**src/rtl/hazard_ctrl.sv**
```systemverilog
// Hazard and stall controller for the five-stage core: pipeline enables/flushes,
// hazard performance counters and a data-memory timeout watchdog.
//
// state  | meaning
// S_RUN  | no data-memory access outstanding
// S_WAIT | MEM stage waiting on dmem_ready, pipe frozen
module hazard_ctrl #(
  parameter int TIMEOUT = 255,
  parameter int CNT_W   = 32
) (
  input  logic             clk,
  input  logic             rst,
  input  logic [4:0]       id_Rs1,
  input  logic [4:0]       id_Rs2,
  input  logic             id_uses_rs1,
  input  logic             id_uses_rs2,
  input  logic             ex_MemRead,
  input  logic [4:0]       ex_Rd,
  input  logic             ex_Rd_EQ0,
  input  logic             ex_redirect,
  input  logic             mem_req,
  input  logic             dmem_ready,
  input  logic             cnt_clr,
  output logic             pc_en,
  output logic             if_id_en,
  output logic             id_ex_en,
  output logic             ex_mem_en,
  output logic             mem_wb_en,
  output logic             if_id_flush,
  output logic             id_ex_flush,
  output logic             mem_timeout,
  output logic [CNT_W-1:0] bubble_cnt,
  output logic [CNT_W-1:0] wait_cnt,
  output logic [CNT_W-1:0] flush_cnt
);

  typedef enum logic {S_RUN, S_WAIT} state_t;

  localparam logic [15:0] WD_MAX = 16'(TIMEOUT);
  localparam logic [15:0] WD_TRIP = 16'(TIMEOUT - 1);

  state_t      state, state_next;
  logic [15:0] wd;
  logic        mem_stall, load_use;
  logic        act_wait, act_flush, act_bubble;

  assign mem_stall = mem_req & ~dmem_ready;
  assign load_use  = ex_MemRead & ~ex_Rd_EQ0 &
                     ((id_uses_rs1 & (id_Rs1 == ex_Rd)) | (id_uses_rs2 & (id_Rs2 == ex_Rd)));

  // Exactly one action is selected per cycle; a stall holds any pending redirect in EX.
  assign act_wait   = mem_stall;
  assign act_flush  = ~mem_stall & ex_redirect;
  assign act_bubble = ~mem_stall & ~ex_redirect & load_use;

  always_ff @(posedge clk or posedge rst) begin
    if (rst) state <= S_RUN;
    else     state <= state_next;
  end

  always_comb begin
    state_next  = state;
    pc_en       = 1'b1;
    if_id_en    = 1'b1;
    id_ex_en    = 1'b1;
    ex_mem_en   = 1'b1;
    mem_wb_en   = 1'b1;
    if_id_flush = 1'b0;
    id_ex_flush = 1'b0;
    case (state)
      S_RUN:  if (mem_stall) state_next = S_WAIT;
      S_WAIT: if (dmem_ready) state_next = S_RUN;
      default: state_next = S_RUN;
    endcase
    if (!rst) begin
      if (act_wait) begin
        pc_en     = 1'b0;
        if_id_en  = 1'b0;
        id_ex_en  = 1'b0;
        ex_mem_en = 1'b0;
        mem_wb_en = 1'b0;
      end else if (act_flush) begin
        if_id_flush = 1'b1;
        id_ex_flush = 1'b1;
      end else if (act_bubble) begin
        pc_en       = 1'b0;
        if_id_en    = 1'b0;
        id_ex_flush = 1'b1;
      end
    end
  end

  always_ff @(posedge clk or posedge rst) begin
    if (rst) begin
      wd <= '0;
    end else if (mem_stall) begin
      if (wd != WD_MAX) wd <= wd + 16'd1;
    end else begin
      wd <= '0;
    end
  end

  always_ff @(posedge clk or posedge rst) begin
    if (rst) begin
      mem_timeout <= 1'b0;
      bubble_cnt  <= '0;
      wait_cnt    <= '0;
      flush_cnt   <= '0;
    end else if (cnt_clr) begin
      mem_timeout <= 1'b0;
      bubble_cnt  <= '0;
      wait_cnt    <= '0;
      flush_cnt   <= '0;
    end else begin
      if (mem_stall && wd == WD_TRIP) mem_timeout <= 1'b1;
      if (act_bubble) bubble_cnt <= bubble_cnt + 1'b1;
      if (act_wait)   wait_cnt   <= wait_cnt + 1'b1;
      if (act_flush)  flush_cnt  <= flush_cnt + 1'b1;
    end
  end

endmodule
```
**config.mk**
```make
export PLATFORM = sky130hd
export DESIGN_NAME = hazard_ctrl
export DESIGN_NICKNAME = d
export VERILOG_FILES = /design/src/rtl/hazard_ctrl.sv
export SDC_FILE = /design/constraint.sdc
export NUM_CORES = 1
export LEC_CHECK = 0
export ABC_AREA = 1
export CAP_MARGIN = 20
export CORE_UTILIZATION = 29
export CTS_BUF_LIST = sky130_fd_sc_hd__clkbuf_2 sky130_fd_sc_hd__clkbuf_4 sky130_fd_sc_hd__clkbuf_8
export DETAILED_ROUTE_END_ITERATION = 12
export GPL_ROUTABILITY_DRIVEN = 0
export HOLD_SLACK_MARGIN = 0.1
export PLACE_DENSITY = 0.58
export SLEW_MARGIN = 20
export SYNTH_ARGS = -nofsm -noshare
export SYNTH_HDL_FRONTEND = slang
export SYNTH_SLANG_ARGS = --single-unit
```
**constraint.sdc**
```tcl
create_clock -name clk -period 14.7 [get_ports clk]
set_input_delay 3.675 -clock clk [delete_from_list [all_inputs] [get_ports clk]]
set_output_delay 3.675 -clock clk [all_outputs]
set_load 0.005 [all_outputs]
```
## After elaboration in Yosys (flattened, before gate mapping)

Index checks and enable logic that the tools add are counted.

| word-level totals | value |
|---|---|
| register bits | 113 |
| bits of input ports | 25 |
| output and inout port bits | 104 |

| operators by class | value |
|---|---|
| add/sub/neg operators | 4 |
| equal/unequal tests | 5 |
| muxes and demuxes | 23 |
| bitwise logic cells | 13 |
| reduce and logical (&&, ||, !) cells | 5 |

Operators with widths:

| operator | count |
|---|---|
| 2-to-1 mux 32 bit | 6 |
| adder 32 x 1 -> 32 bit, second input constant | 3 |
| 2-to-1 mux 16 bit | 2 |
| adder 16 x 1 -> 16 bit, second input constant | 1 |
| == test 16 x 8 -> 1 bit, second input constant | 1 |
| inequality test 16 x 8 -> 1 bit, second input constant | 1 |
| 2-to-1 mux 1 bit | 15 |
| == test 5 bit | 2 |
| bitwise AND 1 bit | 8 |
| nonzero test 2 bit | 4 |
| NOT 1 bit | 4 |
| inequality test 2 x 1 -> 1 bit, second input constant | 1 |
| logical AND 1 bit | 1 |
| bitwise OR 1 bit | 1 |

## Longest topological paths before layout

Gate-level depths: netlist of the first run.

| logic depth | value |
|---|---|
| word-level depth | 9 |
| gate-level depth with buffers | 11 |

## Least setup slack after synthesis of the first run

No wires, ideal clock.

| path | value |
|---|---|
| kind | input to output |
| start | in rst |
| end | out id_ex_en |
| arrival | 6.709 ns |
| required time | 11.025 ns |
| setup slack | 4.316 ns |
| cell stages on the path | 3 |
| cell sequence | inv_1 nand2_1 buf_4 |

| on the way | value |
|---|---|
| longest elaborated chain between the ends | 1 |

RTL lines:

| item | line | text |
|---|---|---|
| from (decl) | 12 | `input logic rst,` |
| 2-to-1 mux 1 bit | - |  |
| to (decl) | 26 | `output logic id_ex_en,` |

Every way passes these cells.

## Final worst setup path of the first run

| path | value |
|---|---|
| start | in mem_req |
| end | out if_id_en |

| on the way | value |
|---|---|
| longest elaborated chain between the ends | 8 |

RTL lines:

| item | line | text |
|---|---|---|
| from (decl) | 21 | `input logic mem_req,` |
| bitwise AND 1 bit (*) | 47 | `assign mem_stall = mem_req & ~dmem_ready;` |
| NOT 1 bit | 53, 54 |  |
| bitwise AND 1 bit (2 in series) | 54 | `assign act_bubble = ~mem_stall & ~ex_redirect & load_use;` |
| 2-to-1 mux 1 bit | 85 | `end else if (act_bubble) begin` |
| 2-to-1 mux 1 bit | 82 | `end else if (act_flush) begin` |
| 2-to-1 mux 1 bit (*) | 76 | `if (act_wait) begin` |
| 2-to-1 mux 1 bit (*) | 75 | `if (!rst) begin` |
| to (decl) | 25 | `output logic if_id_en,` |

Every way passes the cells marked *; elsewhere a longest branch is shown, timed or not.

==> impl_metrics.yaml, run 1 <==
final_layout:
  final_nets: 1337
  post_route_cells_drive_above_1_share_pct: 6.36
  multi_input_area_sq_um: 4130
  layout.core_utilization_pct: 38.0
  register_area_sq_um: 2830
  fillerInstances: 2714
  syn_to_final_growth_pct: 27.2
  n_antenna_cell: 0
yosys:
  netlist_instances: 1183
  synth_flop_cell: "dfrtp_1"
  mappedNetlistArea_sq_um: 7610
  synth-edff-count: 0
  yosys.area.top_type_share_pct: 37.2
  synth.largest_area_cell: "dfrtp_1"
  post_synthesis_net_count: 1213
  synthesis.area_per_instance_sq_um: 6.43
  synth_top_cells_by_area: "dfrtp_1, nand2_1, nor2_1, nand3_1, inv_1"
  yosysUniqueCellTypes: 39
  synth_top_cells_by_count: "nand2_1, nor2_1, inv_1, dfrtp_1, nand3_1"
  ys_ff_latch: 113
  ys_warn_count: 0
  synthMostInstantiatedCell: "nand2_1"
  synth-seq-area-share_pct: 37.2
  postSynth.asyncResetShare_pct: 100
worst_setup_path:
  worstPathMaxFanout: 36
  critical_path_arrival_ns: 6.30
  cp.depth: 9
  setup.worst_path.class: "primary input to output port"
  worst-r2r-cell-count: 10
  critical_path_buf_inv_count: 4
  worst_ep_required_time_ns: 11.02
  cell_by_cell_listing_of_the_critical_path: "clkdlybuf4s50_1, inv_1, nor2_4, buf_4, nor4_2, nand2_2, nand2_1, nand2_1, clkdlybuf4s50_1"
  timing.critical_path.slowest_cell_delay_ns: 0.54
  path_delay_family: "buffers and inverters"
  worst_path_max_delay_cell: "nand2_2"
  critical_path.startpoint_type: "primary input"
  cp-end-kind: "output port"
floorplan:
  initial_utilization_pct: 29.9
  design.die.area_sq_um: 26900
  row_count: 58
  chipHeight_um: 164
  core_area_sq_um: 25500
  floorplan.die.width_um: 164
  design.portCount: 129
detailed_routing:
  detailedRoute.firstIterationViolations: 564
  drt.antenna.violating_nets: 0
  route.detailed.drc: 0
  num_vias: 7957
  avgRoutedWirePerCell_um: 14.0
  avgViaCountPerCell: 4.82
  detailedRoute.firstPassIterationCount: 5
  routed_wirelength_um: 23100
cts:
  cts_resized: 0
  cts.root.buffer_cell: "clkbuf_8"
  numClockSinks: 113
  postCtsHoldBufs: 0
  ctsLongestPathBuffers: 2
  worst_skew_pair.late_latency_ns: 0.46
  cts_buffers: 17
  cts_htree_levels: 4
  cts_tree: "done"
  post_cts_setup_driven_buffer_insertion_count: 0
  cts.clk_slew.worst_paths_ns: 0.07
run:
  cap_violations: 0
sta:
  setup-violations-final: 0
  min_period_ns: 9.98
  timing.slew.headroom_pct: 33.7
  finalClockSkew_ns: 0.0148
  timing_worst_slew_pin_value_ns: 0.995
  fin_crit_sh_pct: 67.9
  tns_ns: 0
  unrepaired_setup_endpoints_after_global_routing: "no"
  hold_fails_final_rpt: 0
  achievable-frequency_ghz: 0.100
  finalMaxSlewViolations: 0
power:
  power_per_cell_area_nw_per_um2: 74.6
  irDropWorstVdd_mv: 0.0531
  total_leakage_power_nw: 3.96
global_routing:
  globalRouteTotalUtil_pct: 17.9
  grt_start_max_net_pins: 91
  initial_antenna_violation_count: 0
  grt_pass1_vias: 7222
  globalRoute.totalOverflow: 0
  global_route_wire_length_before_repair_um: 37700
place:
  hpwlAfterDp_um: 16800
  portbufs: 128
hold_path:
  worst_hold_path.num_cells: 1
  timing.hold.worst.class: "register to register"
status:
  outcome: "completed"
report_power, final:
group | internal (mW) | switching [mW]
logic | 0.0136 | 0.0285
clock network | 0.223 | 0.144
registers | 0.312 | 0.00153
total | 0.548 | 0.174
cell families (layout without fill, tap and decap cells):
kind of cell / Yosys count / in the layout / share of synthesized area, %
simple gates: 792 / 792 / 45.1
compound gates: 96 / 96 / 6.63
buf+inv: 162 / 299 / 8.55
flops: 113 / 113 / 37.2
xor+xnor: 15 / 15 / 1.73
fa+ha+maj: 5 / 5 / 0.822
layer usage:
metal  share of wire [%]  wire length [um]  global-route usage (%)
met3                 5.8              1350                    3.21
met2                  46             10600                    28.7
met1                  47             10800                    24.4
met5                   0                 0                       0
met4                 1.4               312                    5.01
layout by cell type, fill, tap and decap left out, types with 2 or more instances in the layout:
master	synthesis	routed
a41oi_1	2	2
nor2_4	8	8
clkdlybuf4s50_1	0	128
clkinv_2	0	2
nor3b_1	4	4
ha_1	5	5
xor2_1	5	5
nor2_2	13	13
a31oi_1	2	2
nor3_2	2	2
nand4_1	29	29
xnor2_1	10	10
a21oi_1	39	39
dfrtp_1	113	113
nand3b_1	4	4
and3_1	3	3
clkinvlp_4	0	5
nand2_4	5	5
clkbuf_8	0	18
bufinv_16	0	6
nand2_2	9	9
inv_1	131	130
inv_2	4	4
nor2_1	213	213
buf_4	5	4
o21ai_0	47	47
nand3_1	101	101
nand2_1	379	379
nor3_1	16	16
nand3_2	2	2
final timing paths:
check | start | to | slack [ns]
worst min-delay path | wd[9] | wd[9] | 0.52
min in group asynchronous | rst | wait_cnt[14] | 3.72
worst max register to register | bubble_cnt[0] | bubble_cnt[30] | 12.80
worst max-delay path | mem_req | if_id_en | 4.72
max in group asynchronous | rst | wd[14] | 9.61
worst min register to register | wd[9] | wd[9] | 0.52
state kept, by name, summed over array words and instances, names as in the netlist:
register	flops
flush_cnt	32
wait_cnt	32
wd	16
bubble_cnt	32
mem_timeout	1
per-stage QoR:
step                cells  hold slack [ns]  total power, mW  worst slack, ns  cell area (sq um)
global placement     1618            0.503            0.362             4.65               9190
finish               1650            0.524            0.722             4.72               9680
CTS                  1650            0.526            0.730             4.64               9680
global route         1650            0.547            0.748             4.42               9680
floorplan            1183            0.477            0.343             4.32               7610
detailed placement   1618            0.517            0.362             4.68               9190
worst reg2reg max path: stages (launching register included):
cell and delay, ns:
dfrtp_1 0.50, ha_1 0.31, nand2_1 0.11, nor2_1 0.11, nand2_1 0.13, nor2_1 0.28, nand3_1 0.12, nand2_1 0.08
nor2_1 0.04, nand2_1 0.07, nand2_1 0.05
final cells by class:
cell class / instances / share of cell area, %
clock buffers: 18 / 2.56
clock inverters: 14 / 2.44
inverters: 135 / 5.26
multi-input cells: 908 / 42.7
flip-flops and latches: 113 / 29.2
well taps: 330 / 4.27
repair buffers: 132 / 13.5
(Power assumes the default switching activity.)
==> run 2, diff against run 1 <==
--- a/config.mk
+++ b/config.mk
@@ -12,7 +12,7 @@
 export DETAILED_ROUTE_END_ITERATION = 12
 export GPL_ROUTABILITY_DRIVEN = 0
 export HOLD_SLACK_MARGIN = 0.1
-export PLACE_DENSITY = 0.58
+export PLACE_DENSITY = 0.6
 export SLEW_MARGIN = 20
 export SYNTH_ARGS = -nofsm -noshare
 export SYNTH_HDL_FRONTEND = slang
==> constraint.sdc (replaced) <==
create_clock -name clk -period 8.9 [get_ports clk]
set_input_delay 2.225 -clock clk [delete_from_list [all_inputs] [get_ports clk]]
set_output_delay 2.225 -clock clk [all_outputs]
set_load 0.005 [all_outputs]
==> impl_metrics.yaml, run 2 (synthesized netlist as in run 1, its figures left out) <==
sta:
  achievable-frequency_ghz: 0.145
  fin_crit_sh_pct: 77.6
  fin_worst_hold_slack_ns: 0.523
  finalMaxSlewViolations: 0
  tns_ns: 0
  finalClockSkew_ns: 0.0126
  unrepaired_setup_endpoints_after_global_routing: "no"
  min_period_ns: 6.91
  setup-violations-final: 0
  timing.slew.headroom_pct: 35.3
  hold_fails_final_rpt: 0
  timing_worst_slew_pin_value_ns: 0.970
worst_setup_path:
  critical_path.startpoint_type: "primary input"
  regToRegSetupSlack_ns: 7.02
  reg2reg_from: "bubble_cnt[0]"
  cell_by_cell_listing_of_the_critical_path: "clkdlybuf4s50_1, nor4_2, nand2_2, a21oi_1, clkdlybuf4s50_1"
  worst_ep_required_time_ns: 6.68
  timing.rr.end: "bubble_cnt[30]"
  worst_path_max_delay_cell: "nand2_2"
  worstPathMaxFanout: 35
  crit_path_end: "id_ex_flush"
  cp.depth: 5
  worst-r2r-cell-count: 10
  setup.worst_path.class: "primary input to output port"
  critical_path_arrival_ns: 4.68
  cp-end-kind: "output port"
  critical_path_buf_inv_count: 2
  path_common_cell: "clkdlybuf4s50_1"
  path_delay_family: "simple AND/OR/NAND/NOR gates"
  timing.critical_path.slowest_cell_delay_ns: 0.58
  cp-startpoint: "ex_redirect"
place:
  portbufs: 128
  dp.cells: 1618
  hpwlAfterDp_um: 16600
final_layout:
  syn_to_final_growth_pct: 27.1
  most-common-layout-cells: "nand2_1, nor2_1, inv_1, clkdlybuf4s50_1, dfrtp_1"
  n_antenna_cell: 0
  largestRegisters: "bubble_cnt x32, flush_cnt x32, wait_cnt x32"
  layoutNonFillerInstCount: 1650
  most_common_cell_after_layout_fill_and_taps_aside: "nand2_1"
  post_route_cells_drive_above_1_share_pct: 6.36
  final_nets: 1337
detailed_routing:
  detailedRoute.firstPassIterationCount: 5
  num_vias: 7812
  detailedRoute.firstIterationViolations: 536
  drt.antenna.violating_nets: 0
  routed_wirelength_um: 22700
  avgRoutedWirePerCell_um: 13.8
  route.detailed.drc: 0
  avgViaCountPerCell: 4.73
power:
  power_per_cell_area_nw_per_um2: 123
  irDropWorstVdd_mv: 0.0828
  total_leakage_power_nw: 3.98
cts:
  postCtsHoldBufs: 0
  cts.root.buffer_cell: "clkbuf_8"
  ctsLongestPathBuffers: 2
  cts.clk_slew.worst_paths_ns: 0.07
  worst_skew_pair.late_latency_ns: 0.45
  cts_buffers: 17
  cts_htree_levels: 4
  cts_resized: 0
  numClockSinks: 113
  post_cts_setup_driven_buffer_insertion_count: 0
  cts_tree: "done"
floorplan:
  initial_utilization_pct: 29.9
  design.portCount: 129
  core_area_sq_um: 25500
  floorplan.die.width_um: 164
  design.die.area_sq_um: 26900
  row_count: 58
  chipHeight_um: 164
global_routing:
  initial_antenna_violation_count: 0
  globalRouteTotalUtil_pct: 18.0
  grt_pass1_vias: 7509
  grt_start_max_net_pins: 91
  globalRoute.totalOverflow: 0
  global_route_wire_length_before_repair_um: 38100
status:
  outcome: "completed"
hold_path:
  timing.hold.worst.class: "register to register"
run:
  cap_violations: 0
run 2: cell types whose count changed in the layout (fill, tap and decap cells not counted):
| cell | before | now |
|---|---|---|
| clkinvlp_4 | 5 | 0 |
| clkinv_2 | 2 | 6 |
| clkbuf_4 | 0 | 1 |
| clkbuf_8 | 18 | 19 |
| clkinv_4 | 1 | 0 |
run 2: power breakdown:
part           internal, mW  switching [mW]  leakage (nW)
Combinational        0.0224          0.0466          2.16
Clock                 0.377           0.226         0.249
Sequential            0.515         0.00308          1.58
run 2: worst register-to-register path, stage by stage, from the launching register on:
cell	delay [ns]
dfrtp_1	0.52
ha_1	0.31
nand2_1	0.10
nor2_1	0.11
nand2_1	0.13
nor2_1	0.26
nand3_1	0.11
nand2_1	0.08
nor2_1	0.04
nand2_1	0.07
nand2_1	0.05
run 2: metrics by stage:
stage / power (mW) / cell area [sq um] / setup WS (ns) / util, %
2_1_floorplan: 0.567 / 7610 / 1.42 / -
3_3_place_gp: 0.598 / 9190 / 1.94 / 36.1
3_5_place_dp: 0.599 / 9190 / 1.94 / 36.1
4_1_cts: 1.20 / 9670 / 1.94 / 38.0
5_1_grt: 1.24 / 9670 / 1.85 / 38.0
6_report: 1.19 / 9670 / 1.99 / 38.0
run 2: metal layers:
metal	vias up	wire (um)	global-route usage [%]
met5	-	0	0
li1	3994	-	-
met3	31	1160	3.94
met4	0	476	5.64
met2	195	10300	28.4
met1	3592	10800	24.3
run 2: layout make-up:
type,instances,area [sq um]
fill,2721,15800
multi-input combinational,908,4130
sequential,113,2830
timing repair buffer,132,1310
inverter,135,509
tap,330,413
clock buffer,20,269
clock inverter,12,210
run 2: worst min path at each step:
stage,from,end,slack (ns),cells past startpoint
2_1_floorplan,wd[9],wd[9],0.48,1
3_3_place_gp,wd[9],wd[9],0.51,1
3_5_place_dp,wd[9],wd[9],0.51,1
4_1_cts,wd[9],wd[9],0.52,1
5_1_grt,flush_cnt[6],flush_cnt[6],0.57,1
6_report,wd[9],wd[9],0.52,1
==> run 3, diff against run 2 <==
==> constraint.sdc (replaced) <==
create_clock -name clk -period 5.9 [get_ports clk]
set_input_delay 1.475 -clock clk [delete_from_list [all_inputs] [get_ports clk]]
set_output_delay 1.475 -clock clk [all_outputs]
set_load 0.005 [all_outputs]
==> impl_metrics.yaml, run 3 (synthesized netlist as in run 1, its figures left out) <==
floorplan:
  floorplan.die.width_um: 164
  chipHeight_um: 164
  design.portCount: 129
  design.die.area_sq_um: 26900
  core_area_sq_um: 25500
  initial_utilization_pct: 29.9
  row_count: 58
detailed_routing:
  avgRoutedWirePerCell_um: 13.8
  routed-wl-met2_um: 10400
  avgViaCountPerCell: 4.79
  met3_wirelength_um: 1280
  wirelength_met1_um: 10700
  maxUsedRoutingLayer: "met4"
  drt.antenna.violating_nets: 0
  routed_wirelength_um: 22700
  num_vias: 7911
  detailedRoute.firstIterationViolations: 498
  detailedRoute.firstPassIterationCount: 5
  route.detailed.drc: 0
cts:
  cts_tree: "done"
  cts.clk_slew.worst_paths_ns: 0.07
  ctsLongestPathBuffers: 2
  cts_htree_levels: 4
  post_cts_setup_driven_buffer_insertion_count: 0
  cts_resized: 0
  cts_buffers: 17
  worst_skew_pair.late_latency_ns: 0.44
  numClockSinks: 113
  postCtsHoldBufs: 0
  cts.root.buffer_cell: "clkbuf_8"
worst_setup_path:
  worst_ep_required_time_ns: 4.43
  critical_path.startpoint_type: "primary input"
  cp-end-kind: "output port"
  path_delay_family: "buffers and inverters"
  critical_path_arrival_ns: 3.58
  timing.critical_path.slowest_cell_delay_ns: 0.53
  worst-r2r-cell-count: 10
  regToRegSetupSlack_ns: 4.07
  worst_path_max_delay_cell: "nor4_2"
  worstPathMaxFanout: 34
  reg2reg_from: "bubble_cnt[0]"
  cell_by_cell_listing_of_the_critical_path: "clkdlybuf4s50_1, nor4_2, nand2_2, buf_4, nand2_1, nand2_1, clkdlybuf4s50_1"
  setup.worst_path.class: "primary input to output port"
  timing.rr.end: "bubble_cnt[30]"
  critical_path_buf_inv_count: 3
final_layout:
  fillerInstances: 2691
  most-common-layout-cells: "nand2_1, nor2_1, inv_1, clkdlybuf4s50_1, dfrtp_1"
  most_common_cell_after_layout_fill_and_taps_aside: "nand2_1"
  post-route-cell-area_sq_um: 9580
  final_nets: 1339
  syn_to_final_growth_pct: 25.8
  n_antenna_cell: 0
  largestRegisters: "bubble_cnt x32, flush_cnt x32, wait_cnt x32"
  post_route_cells_drive_above_1_share_pct: 6.58
  layout.core_utilization_pct: 37.6
sta:
  timing.slew.headroom_pct: 32.1
  hold_fails_final_rpt: 0
  achievable-frequency_ghz: 0.198
  setup-violations-final: 0
  timing_worst_slew_pin_value_ns: 1.02
  finalClockSkew_ns: 0.0128
  min_period_ns: 5.05
  tns_ns: 0
  fin_crit_sh_pct: 85.7
  unrepaired_setup_endpoints_after_global_routing: "no"
  setup_slack_of_the_critical_path_after_layout_ns: 0.845
  finalMaxSlewViolations: 0
place:
  portbufs: 128
  detailed_place.area_sq_um: 9210
  post-place-ws_ns: 0.861
  hpwlAfterDp_um: 16600
power:
  p_comb_share_pct: 6.6
  irDropWorstVdd_mv: 0.0810
  power_per_cell_area_nw_per_um2: 167
  intPower_mw: 1.18
  sequentialPowerShare_pct: 48.7
  switching_share_pct: 26.6
  total_leakage_power_nw: 3.93
  power_switching_mw: 0.426
  clock_power_share_pct: 44.7
  p_total_mw: 1.60
hold_path:
  worstHoldStart: "wd[9]"
  whs_endpoint: "wd[9]"
  worst_hold_path.num_cells: 1
  timing.hold.worst.class: "register to register"
global_routing:
  globalRoute.totalOverflow: 0
  globalRouteTotalUtil_pct: 17.5
  global_route_wire_length_before_repair_um: 37300
  grt_start_max_net_pins: 91
  grt_pass1_vias: 7244
  initial_antenna_violation_count: 0
run:
  cap_violations: 0
status:
  outcome: "completed"
## run 3: changes by cell type in the layout (fill, tap and decap cells not counted)
cell	previous run	this run
buf_4	4	6
bufinv_16	6	1
clkbuf_2	0	1
clkbuf_4	1	3
clkdlybuf4s50_1	128	127
clkinv_2	6	5
clkinv_4	0	1
clkinvlp_4	0	4
inv_4	1	0
## run 3: worst register-to-register path: stages (launching register included)
cell and delay (ns):
dfrtp_1 0.50, ha_1 0.30, nand2_1 0.10, nor2_1 0.10, nand2_1 0.12, nor2_1 0.26
nand3_1 0.11, nand2_1 0.07, nor2_1 0.04, nand2_1 0.07, nand2_1 0.06
## run 3: area by class of cell
type	instances	area (sq um)	area share, %
Multi-Input combinational cell	908	4130	43.2
Sequential cell	113	2830	29.5
Timing Repair Buffer	134	1320	13.8
Inverter	135	510	5.33
Tap cell	330	413	4.31
Clock buffer	22	284	2.97
Clock inverter	10	86.3	0.902
## run 3: how the worst max path moves through the flow
| stage | startpoint | to | slack (ns) | depth (start not counted) |
|---|---|---|---|---|
| 3_5_place_dp | ex_redirect | if_id_en | 0.86 | 7 |
| 5_1_grt | ex_Rd[3] | if_id_en | 0.68 | 12 |
| 6_report | ex_redirect | if_id_en | 0.85 | 7 |
| 3_3_place_gp | ex_MemRead | pc_en | 0.86 | 8 |
| 4_1_cts | ex_redirect | if_id_en | 0.84 | 7 |
| 2_1_floorplan | rst | id_ex_en | 0.77 | 3 |
## run 3: stage by stage
step           hold slack [ns]  instances
6_report                 0.512       1652
5_1_grt                  0.560       1652
4_1_cts                  0.513       1652
3_5_place_dp             0.503       1620
3_3_place_gp             0.503       1620
2_1_floorplan            0.477       1183
## run 3: per-layer routing
metal | track usage, % | up-vias
li1 | - | 4012
met1 | 23.4 | 3663
met2 | 28.4 | 211
met3 | 3.89 | 25
met4 | 4.80 | 0
met5 | 0 | -
## run 3: power groups by stage
stage               registers (mW)  logic (mW)  clock network, mW
detailed placement           0.795       0.108                  0
finish                       0.780       0.105              0.716
global placement             0.795       0.107                  0
global route                 0.780       0.118              0.770
CTS                          0.780       0.108              0.738
floorplan                    0.795      0.0608                  0
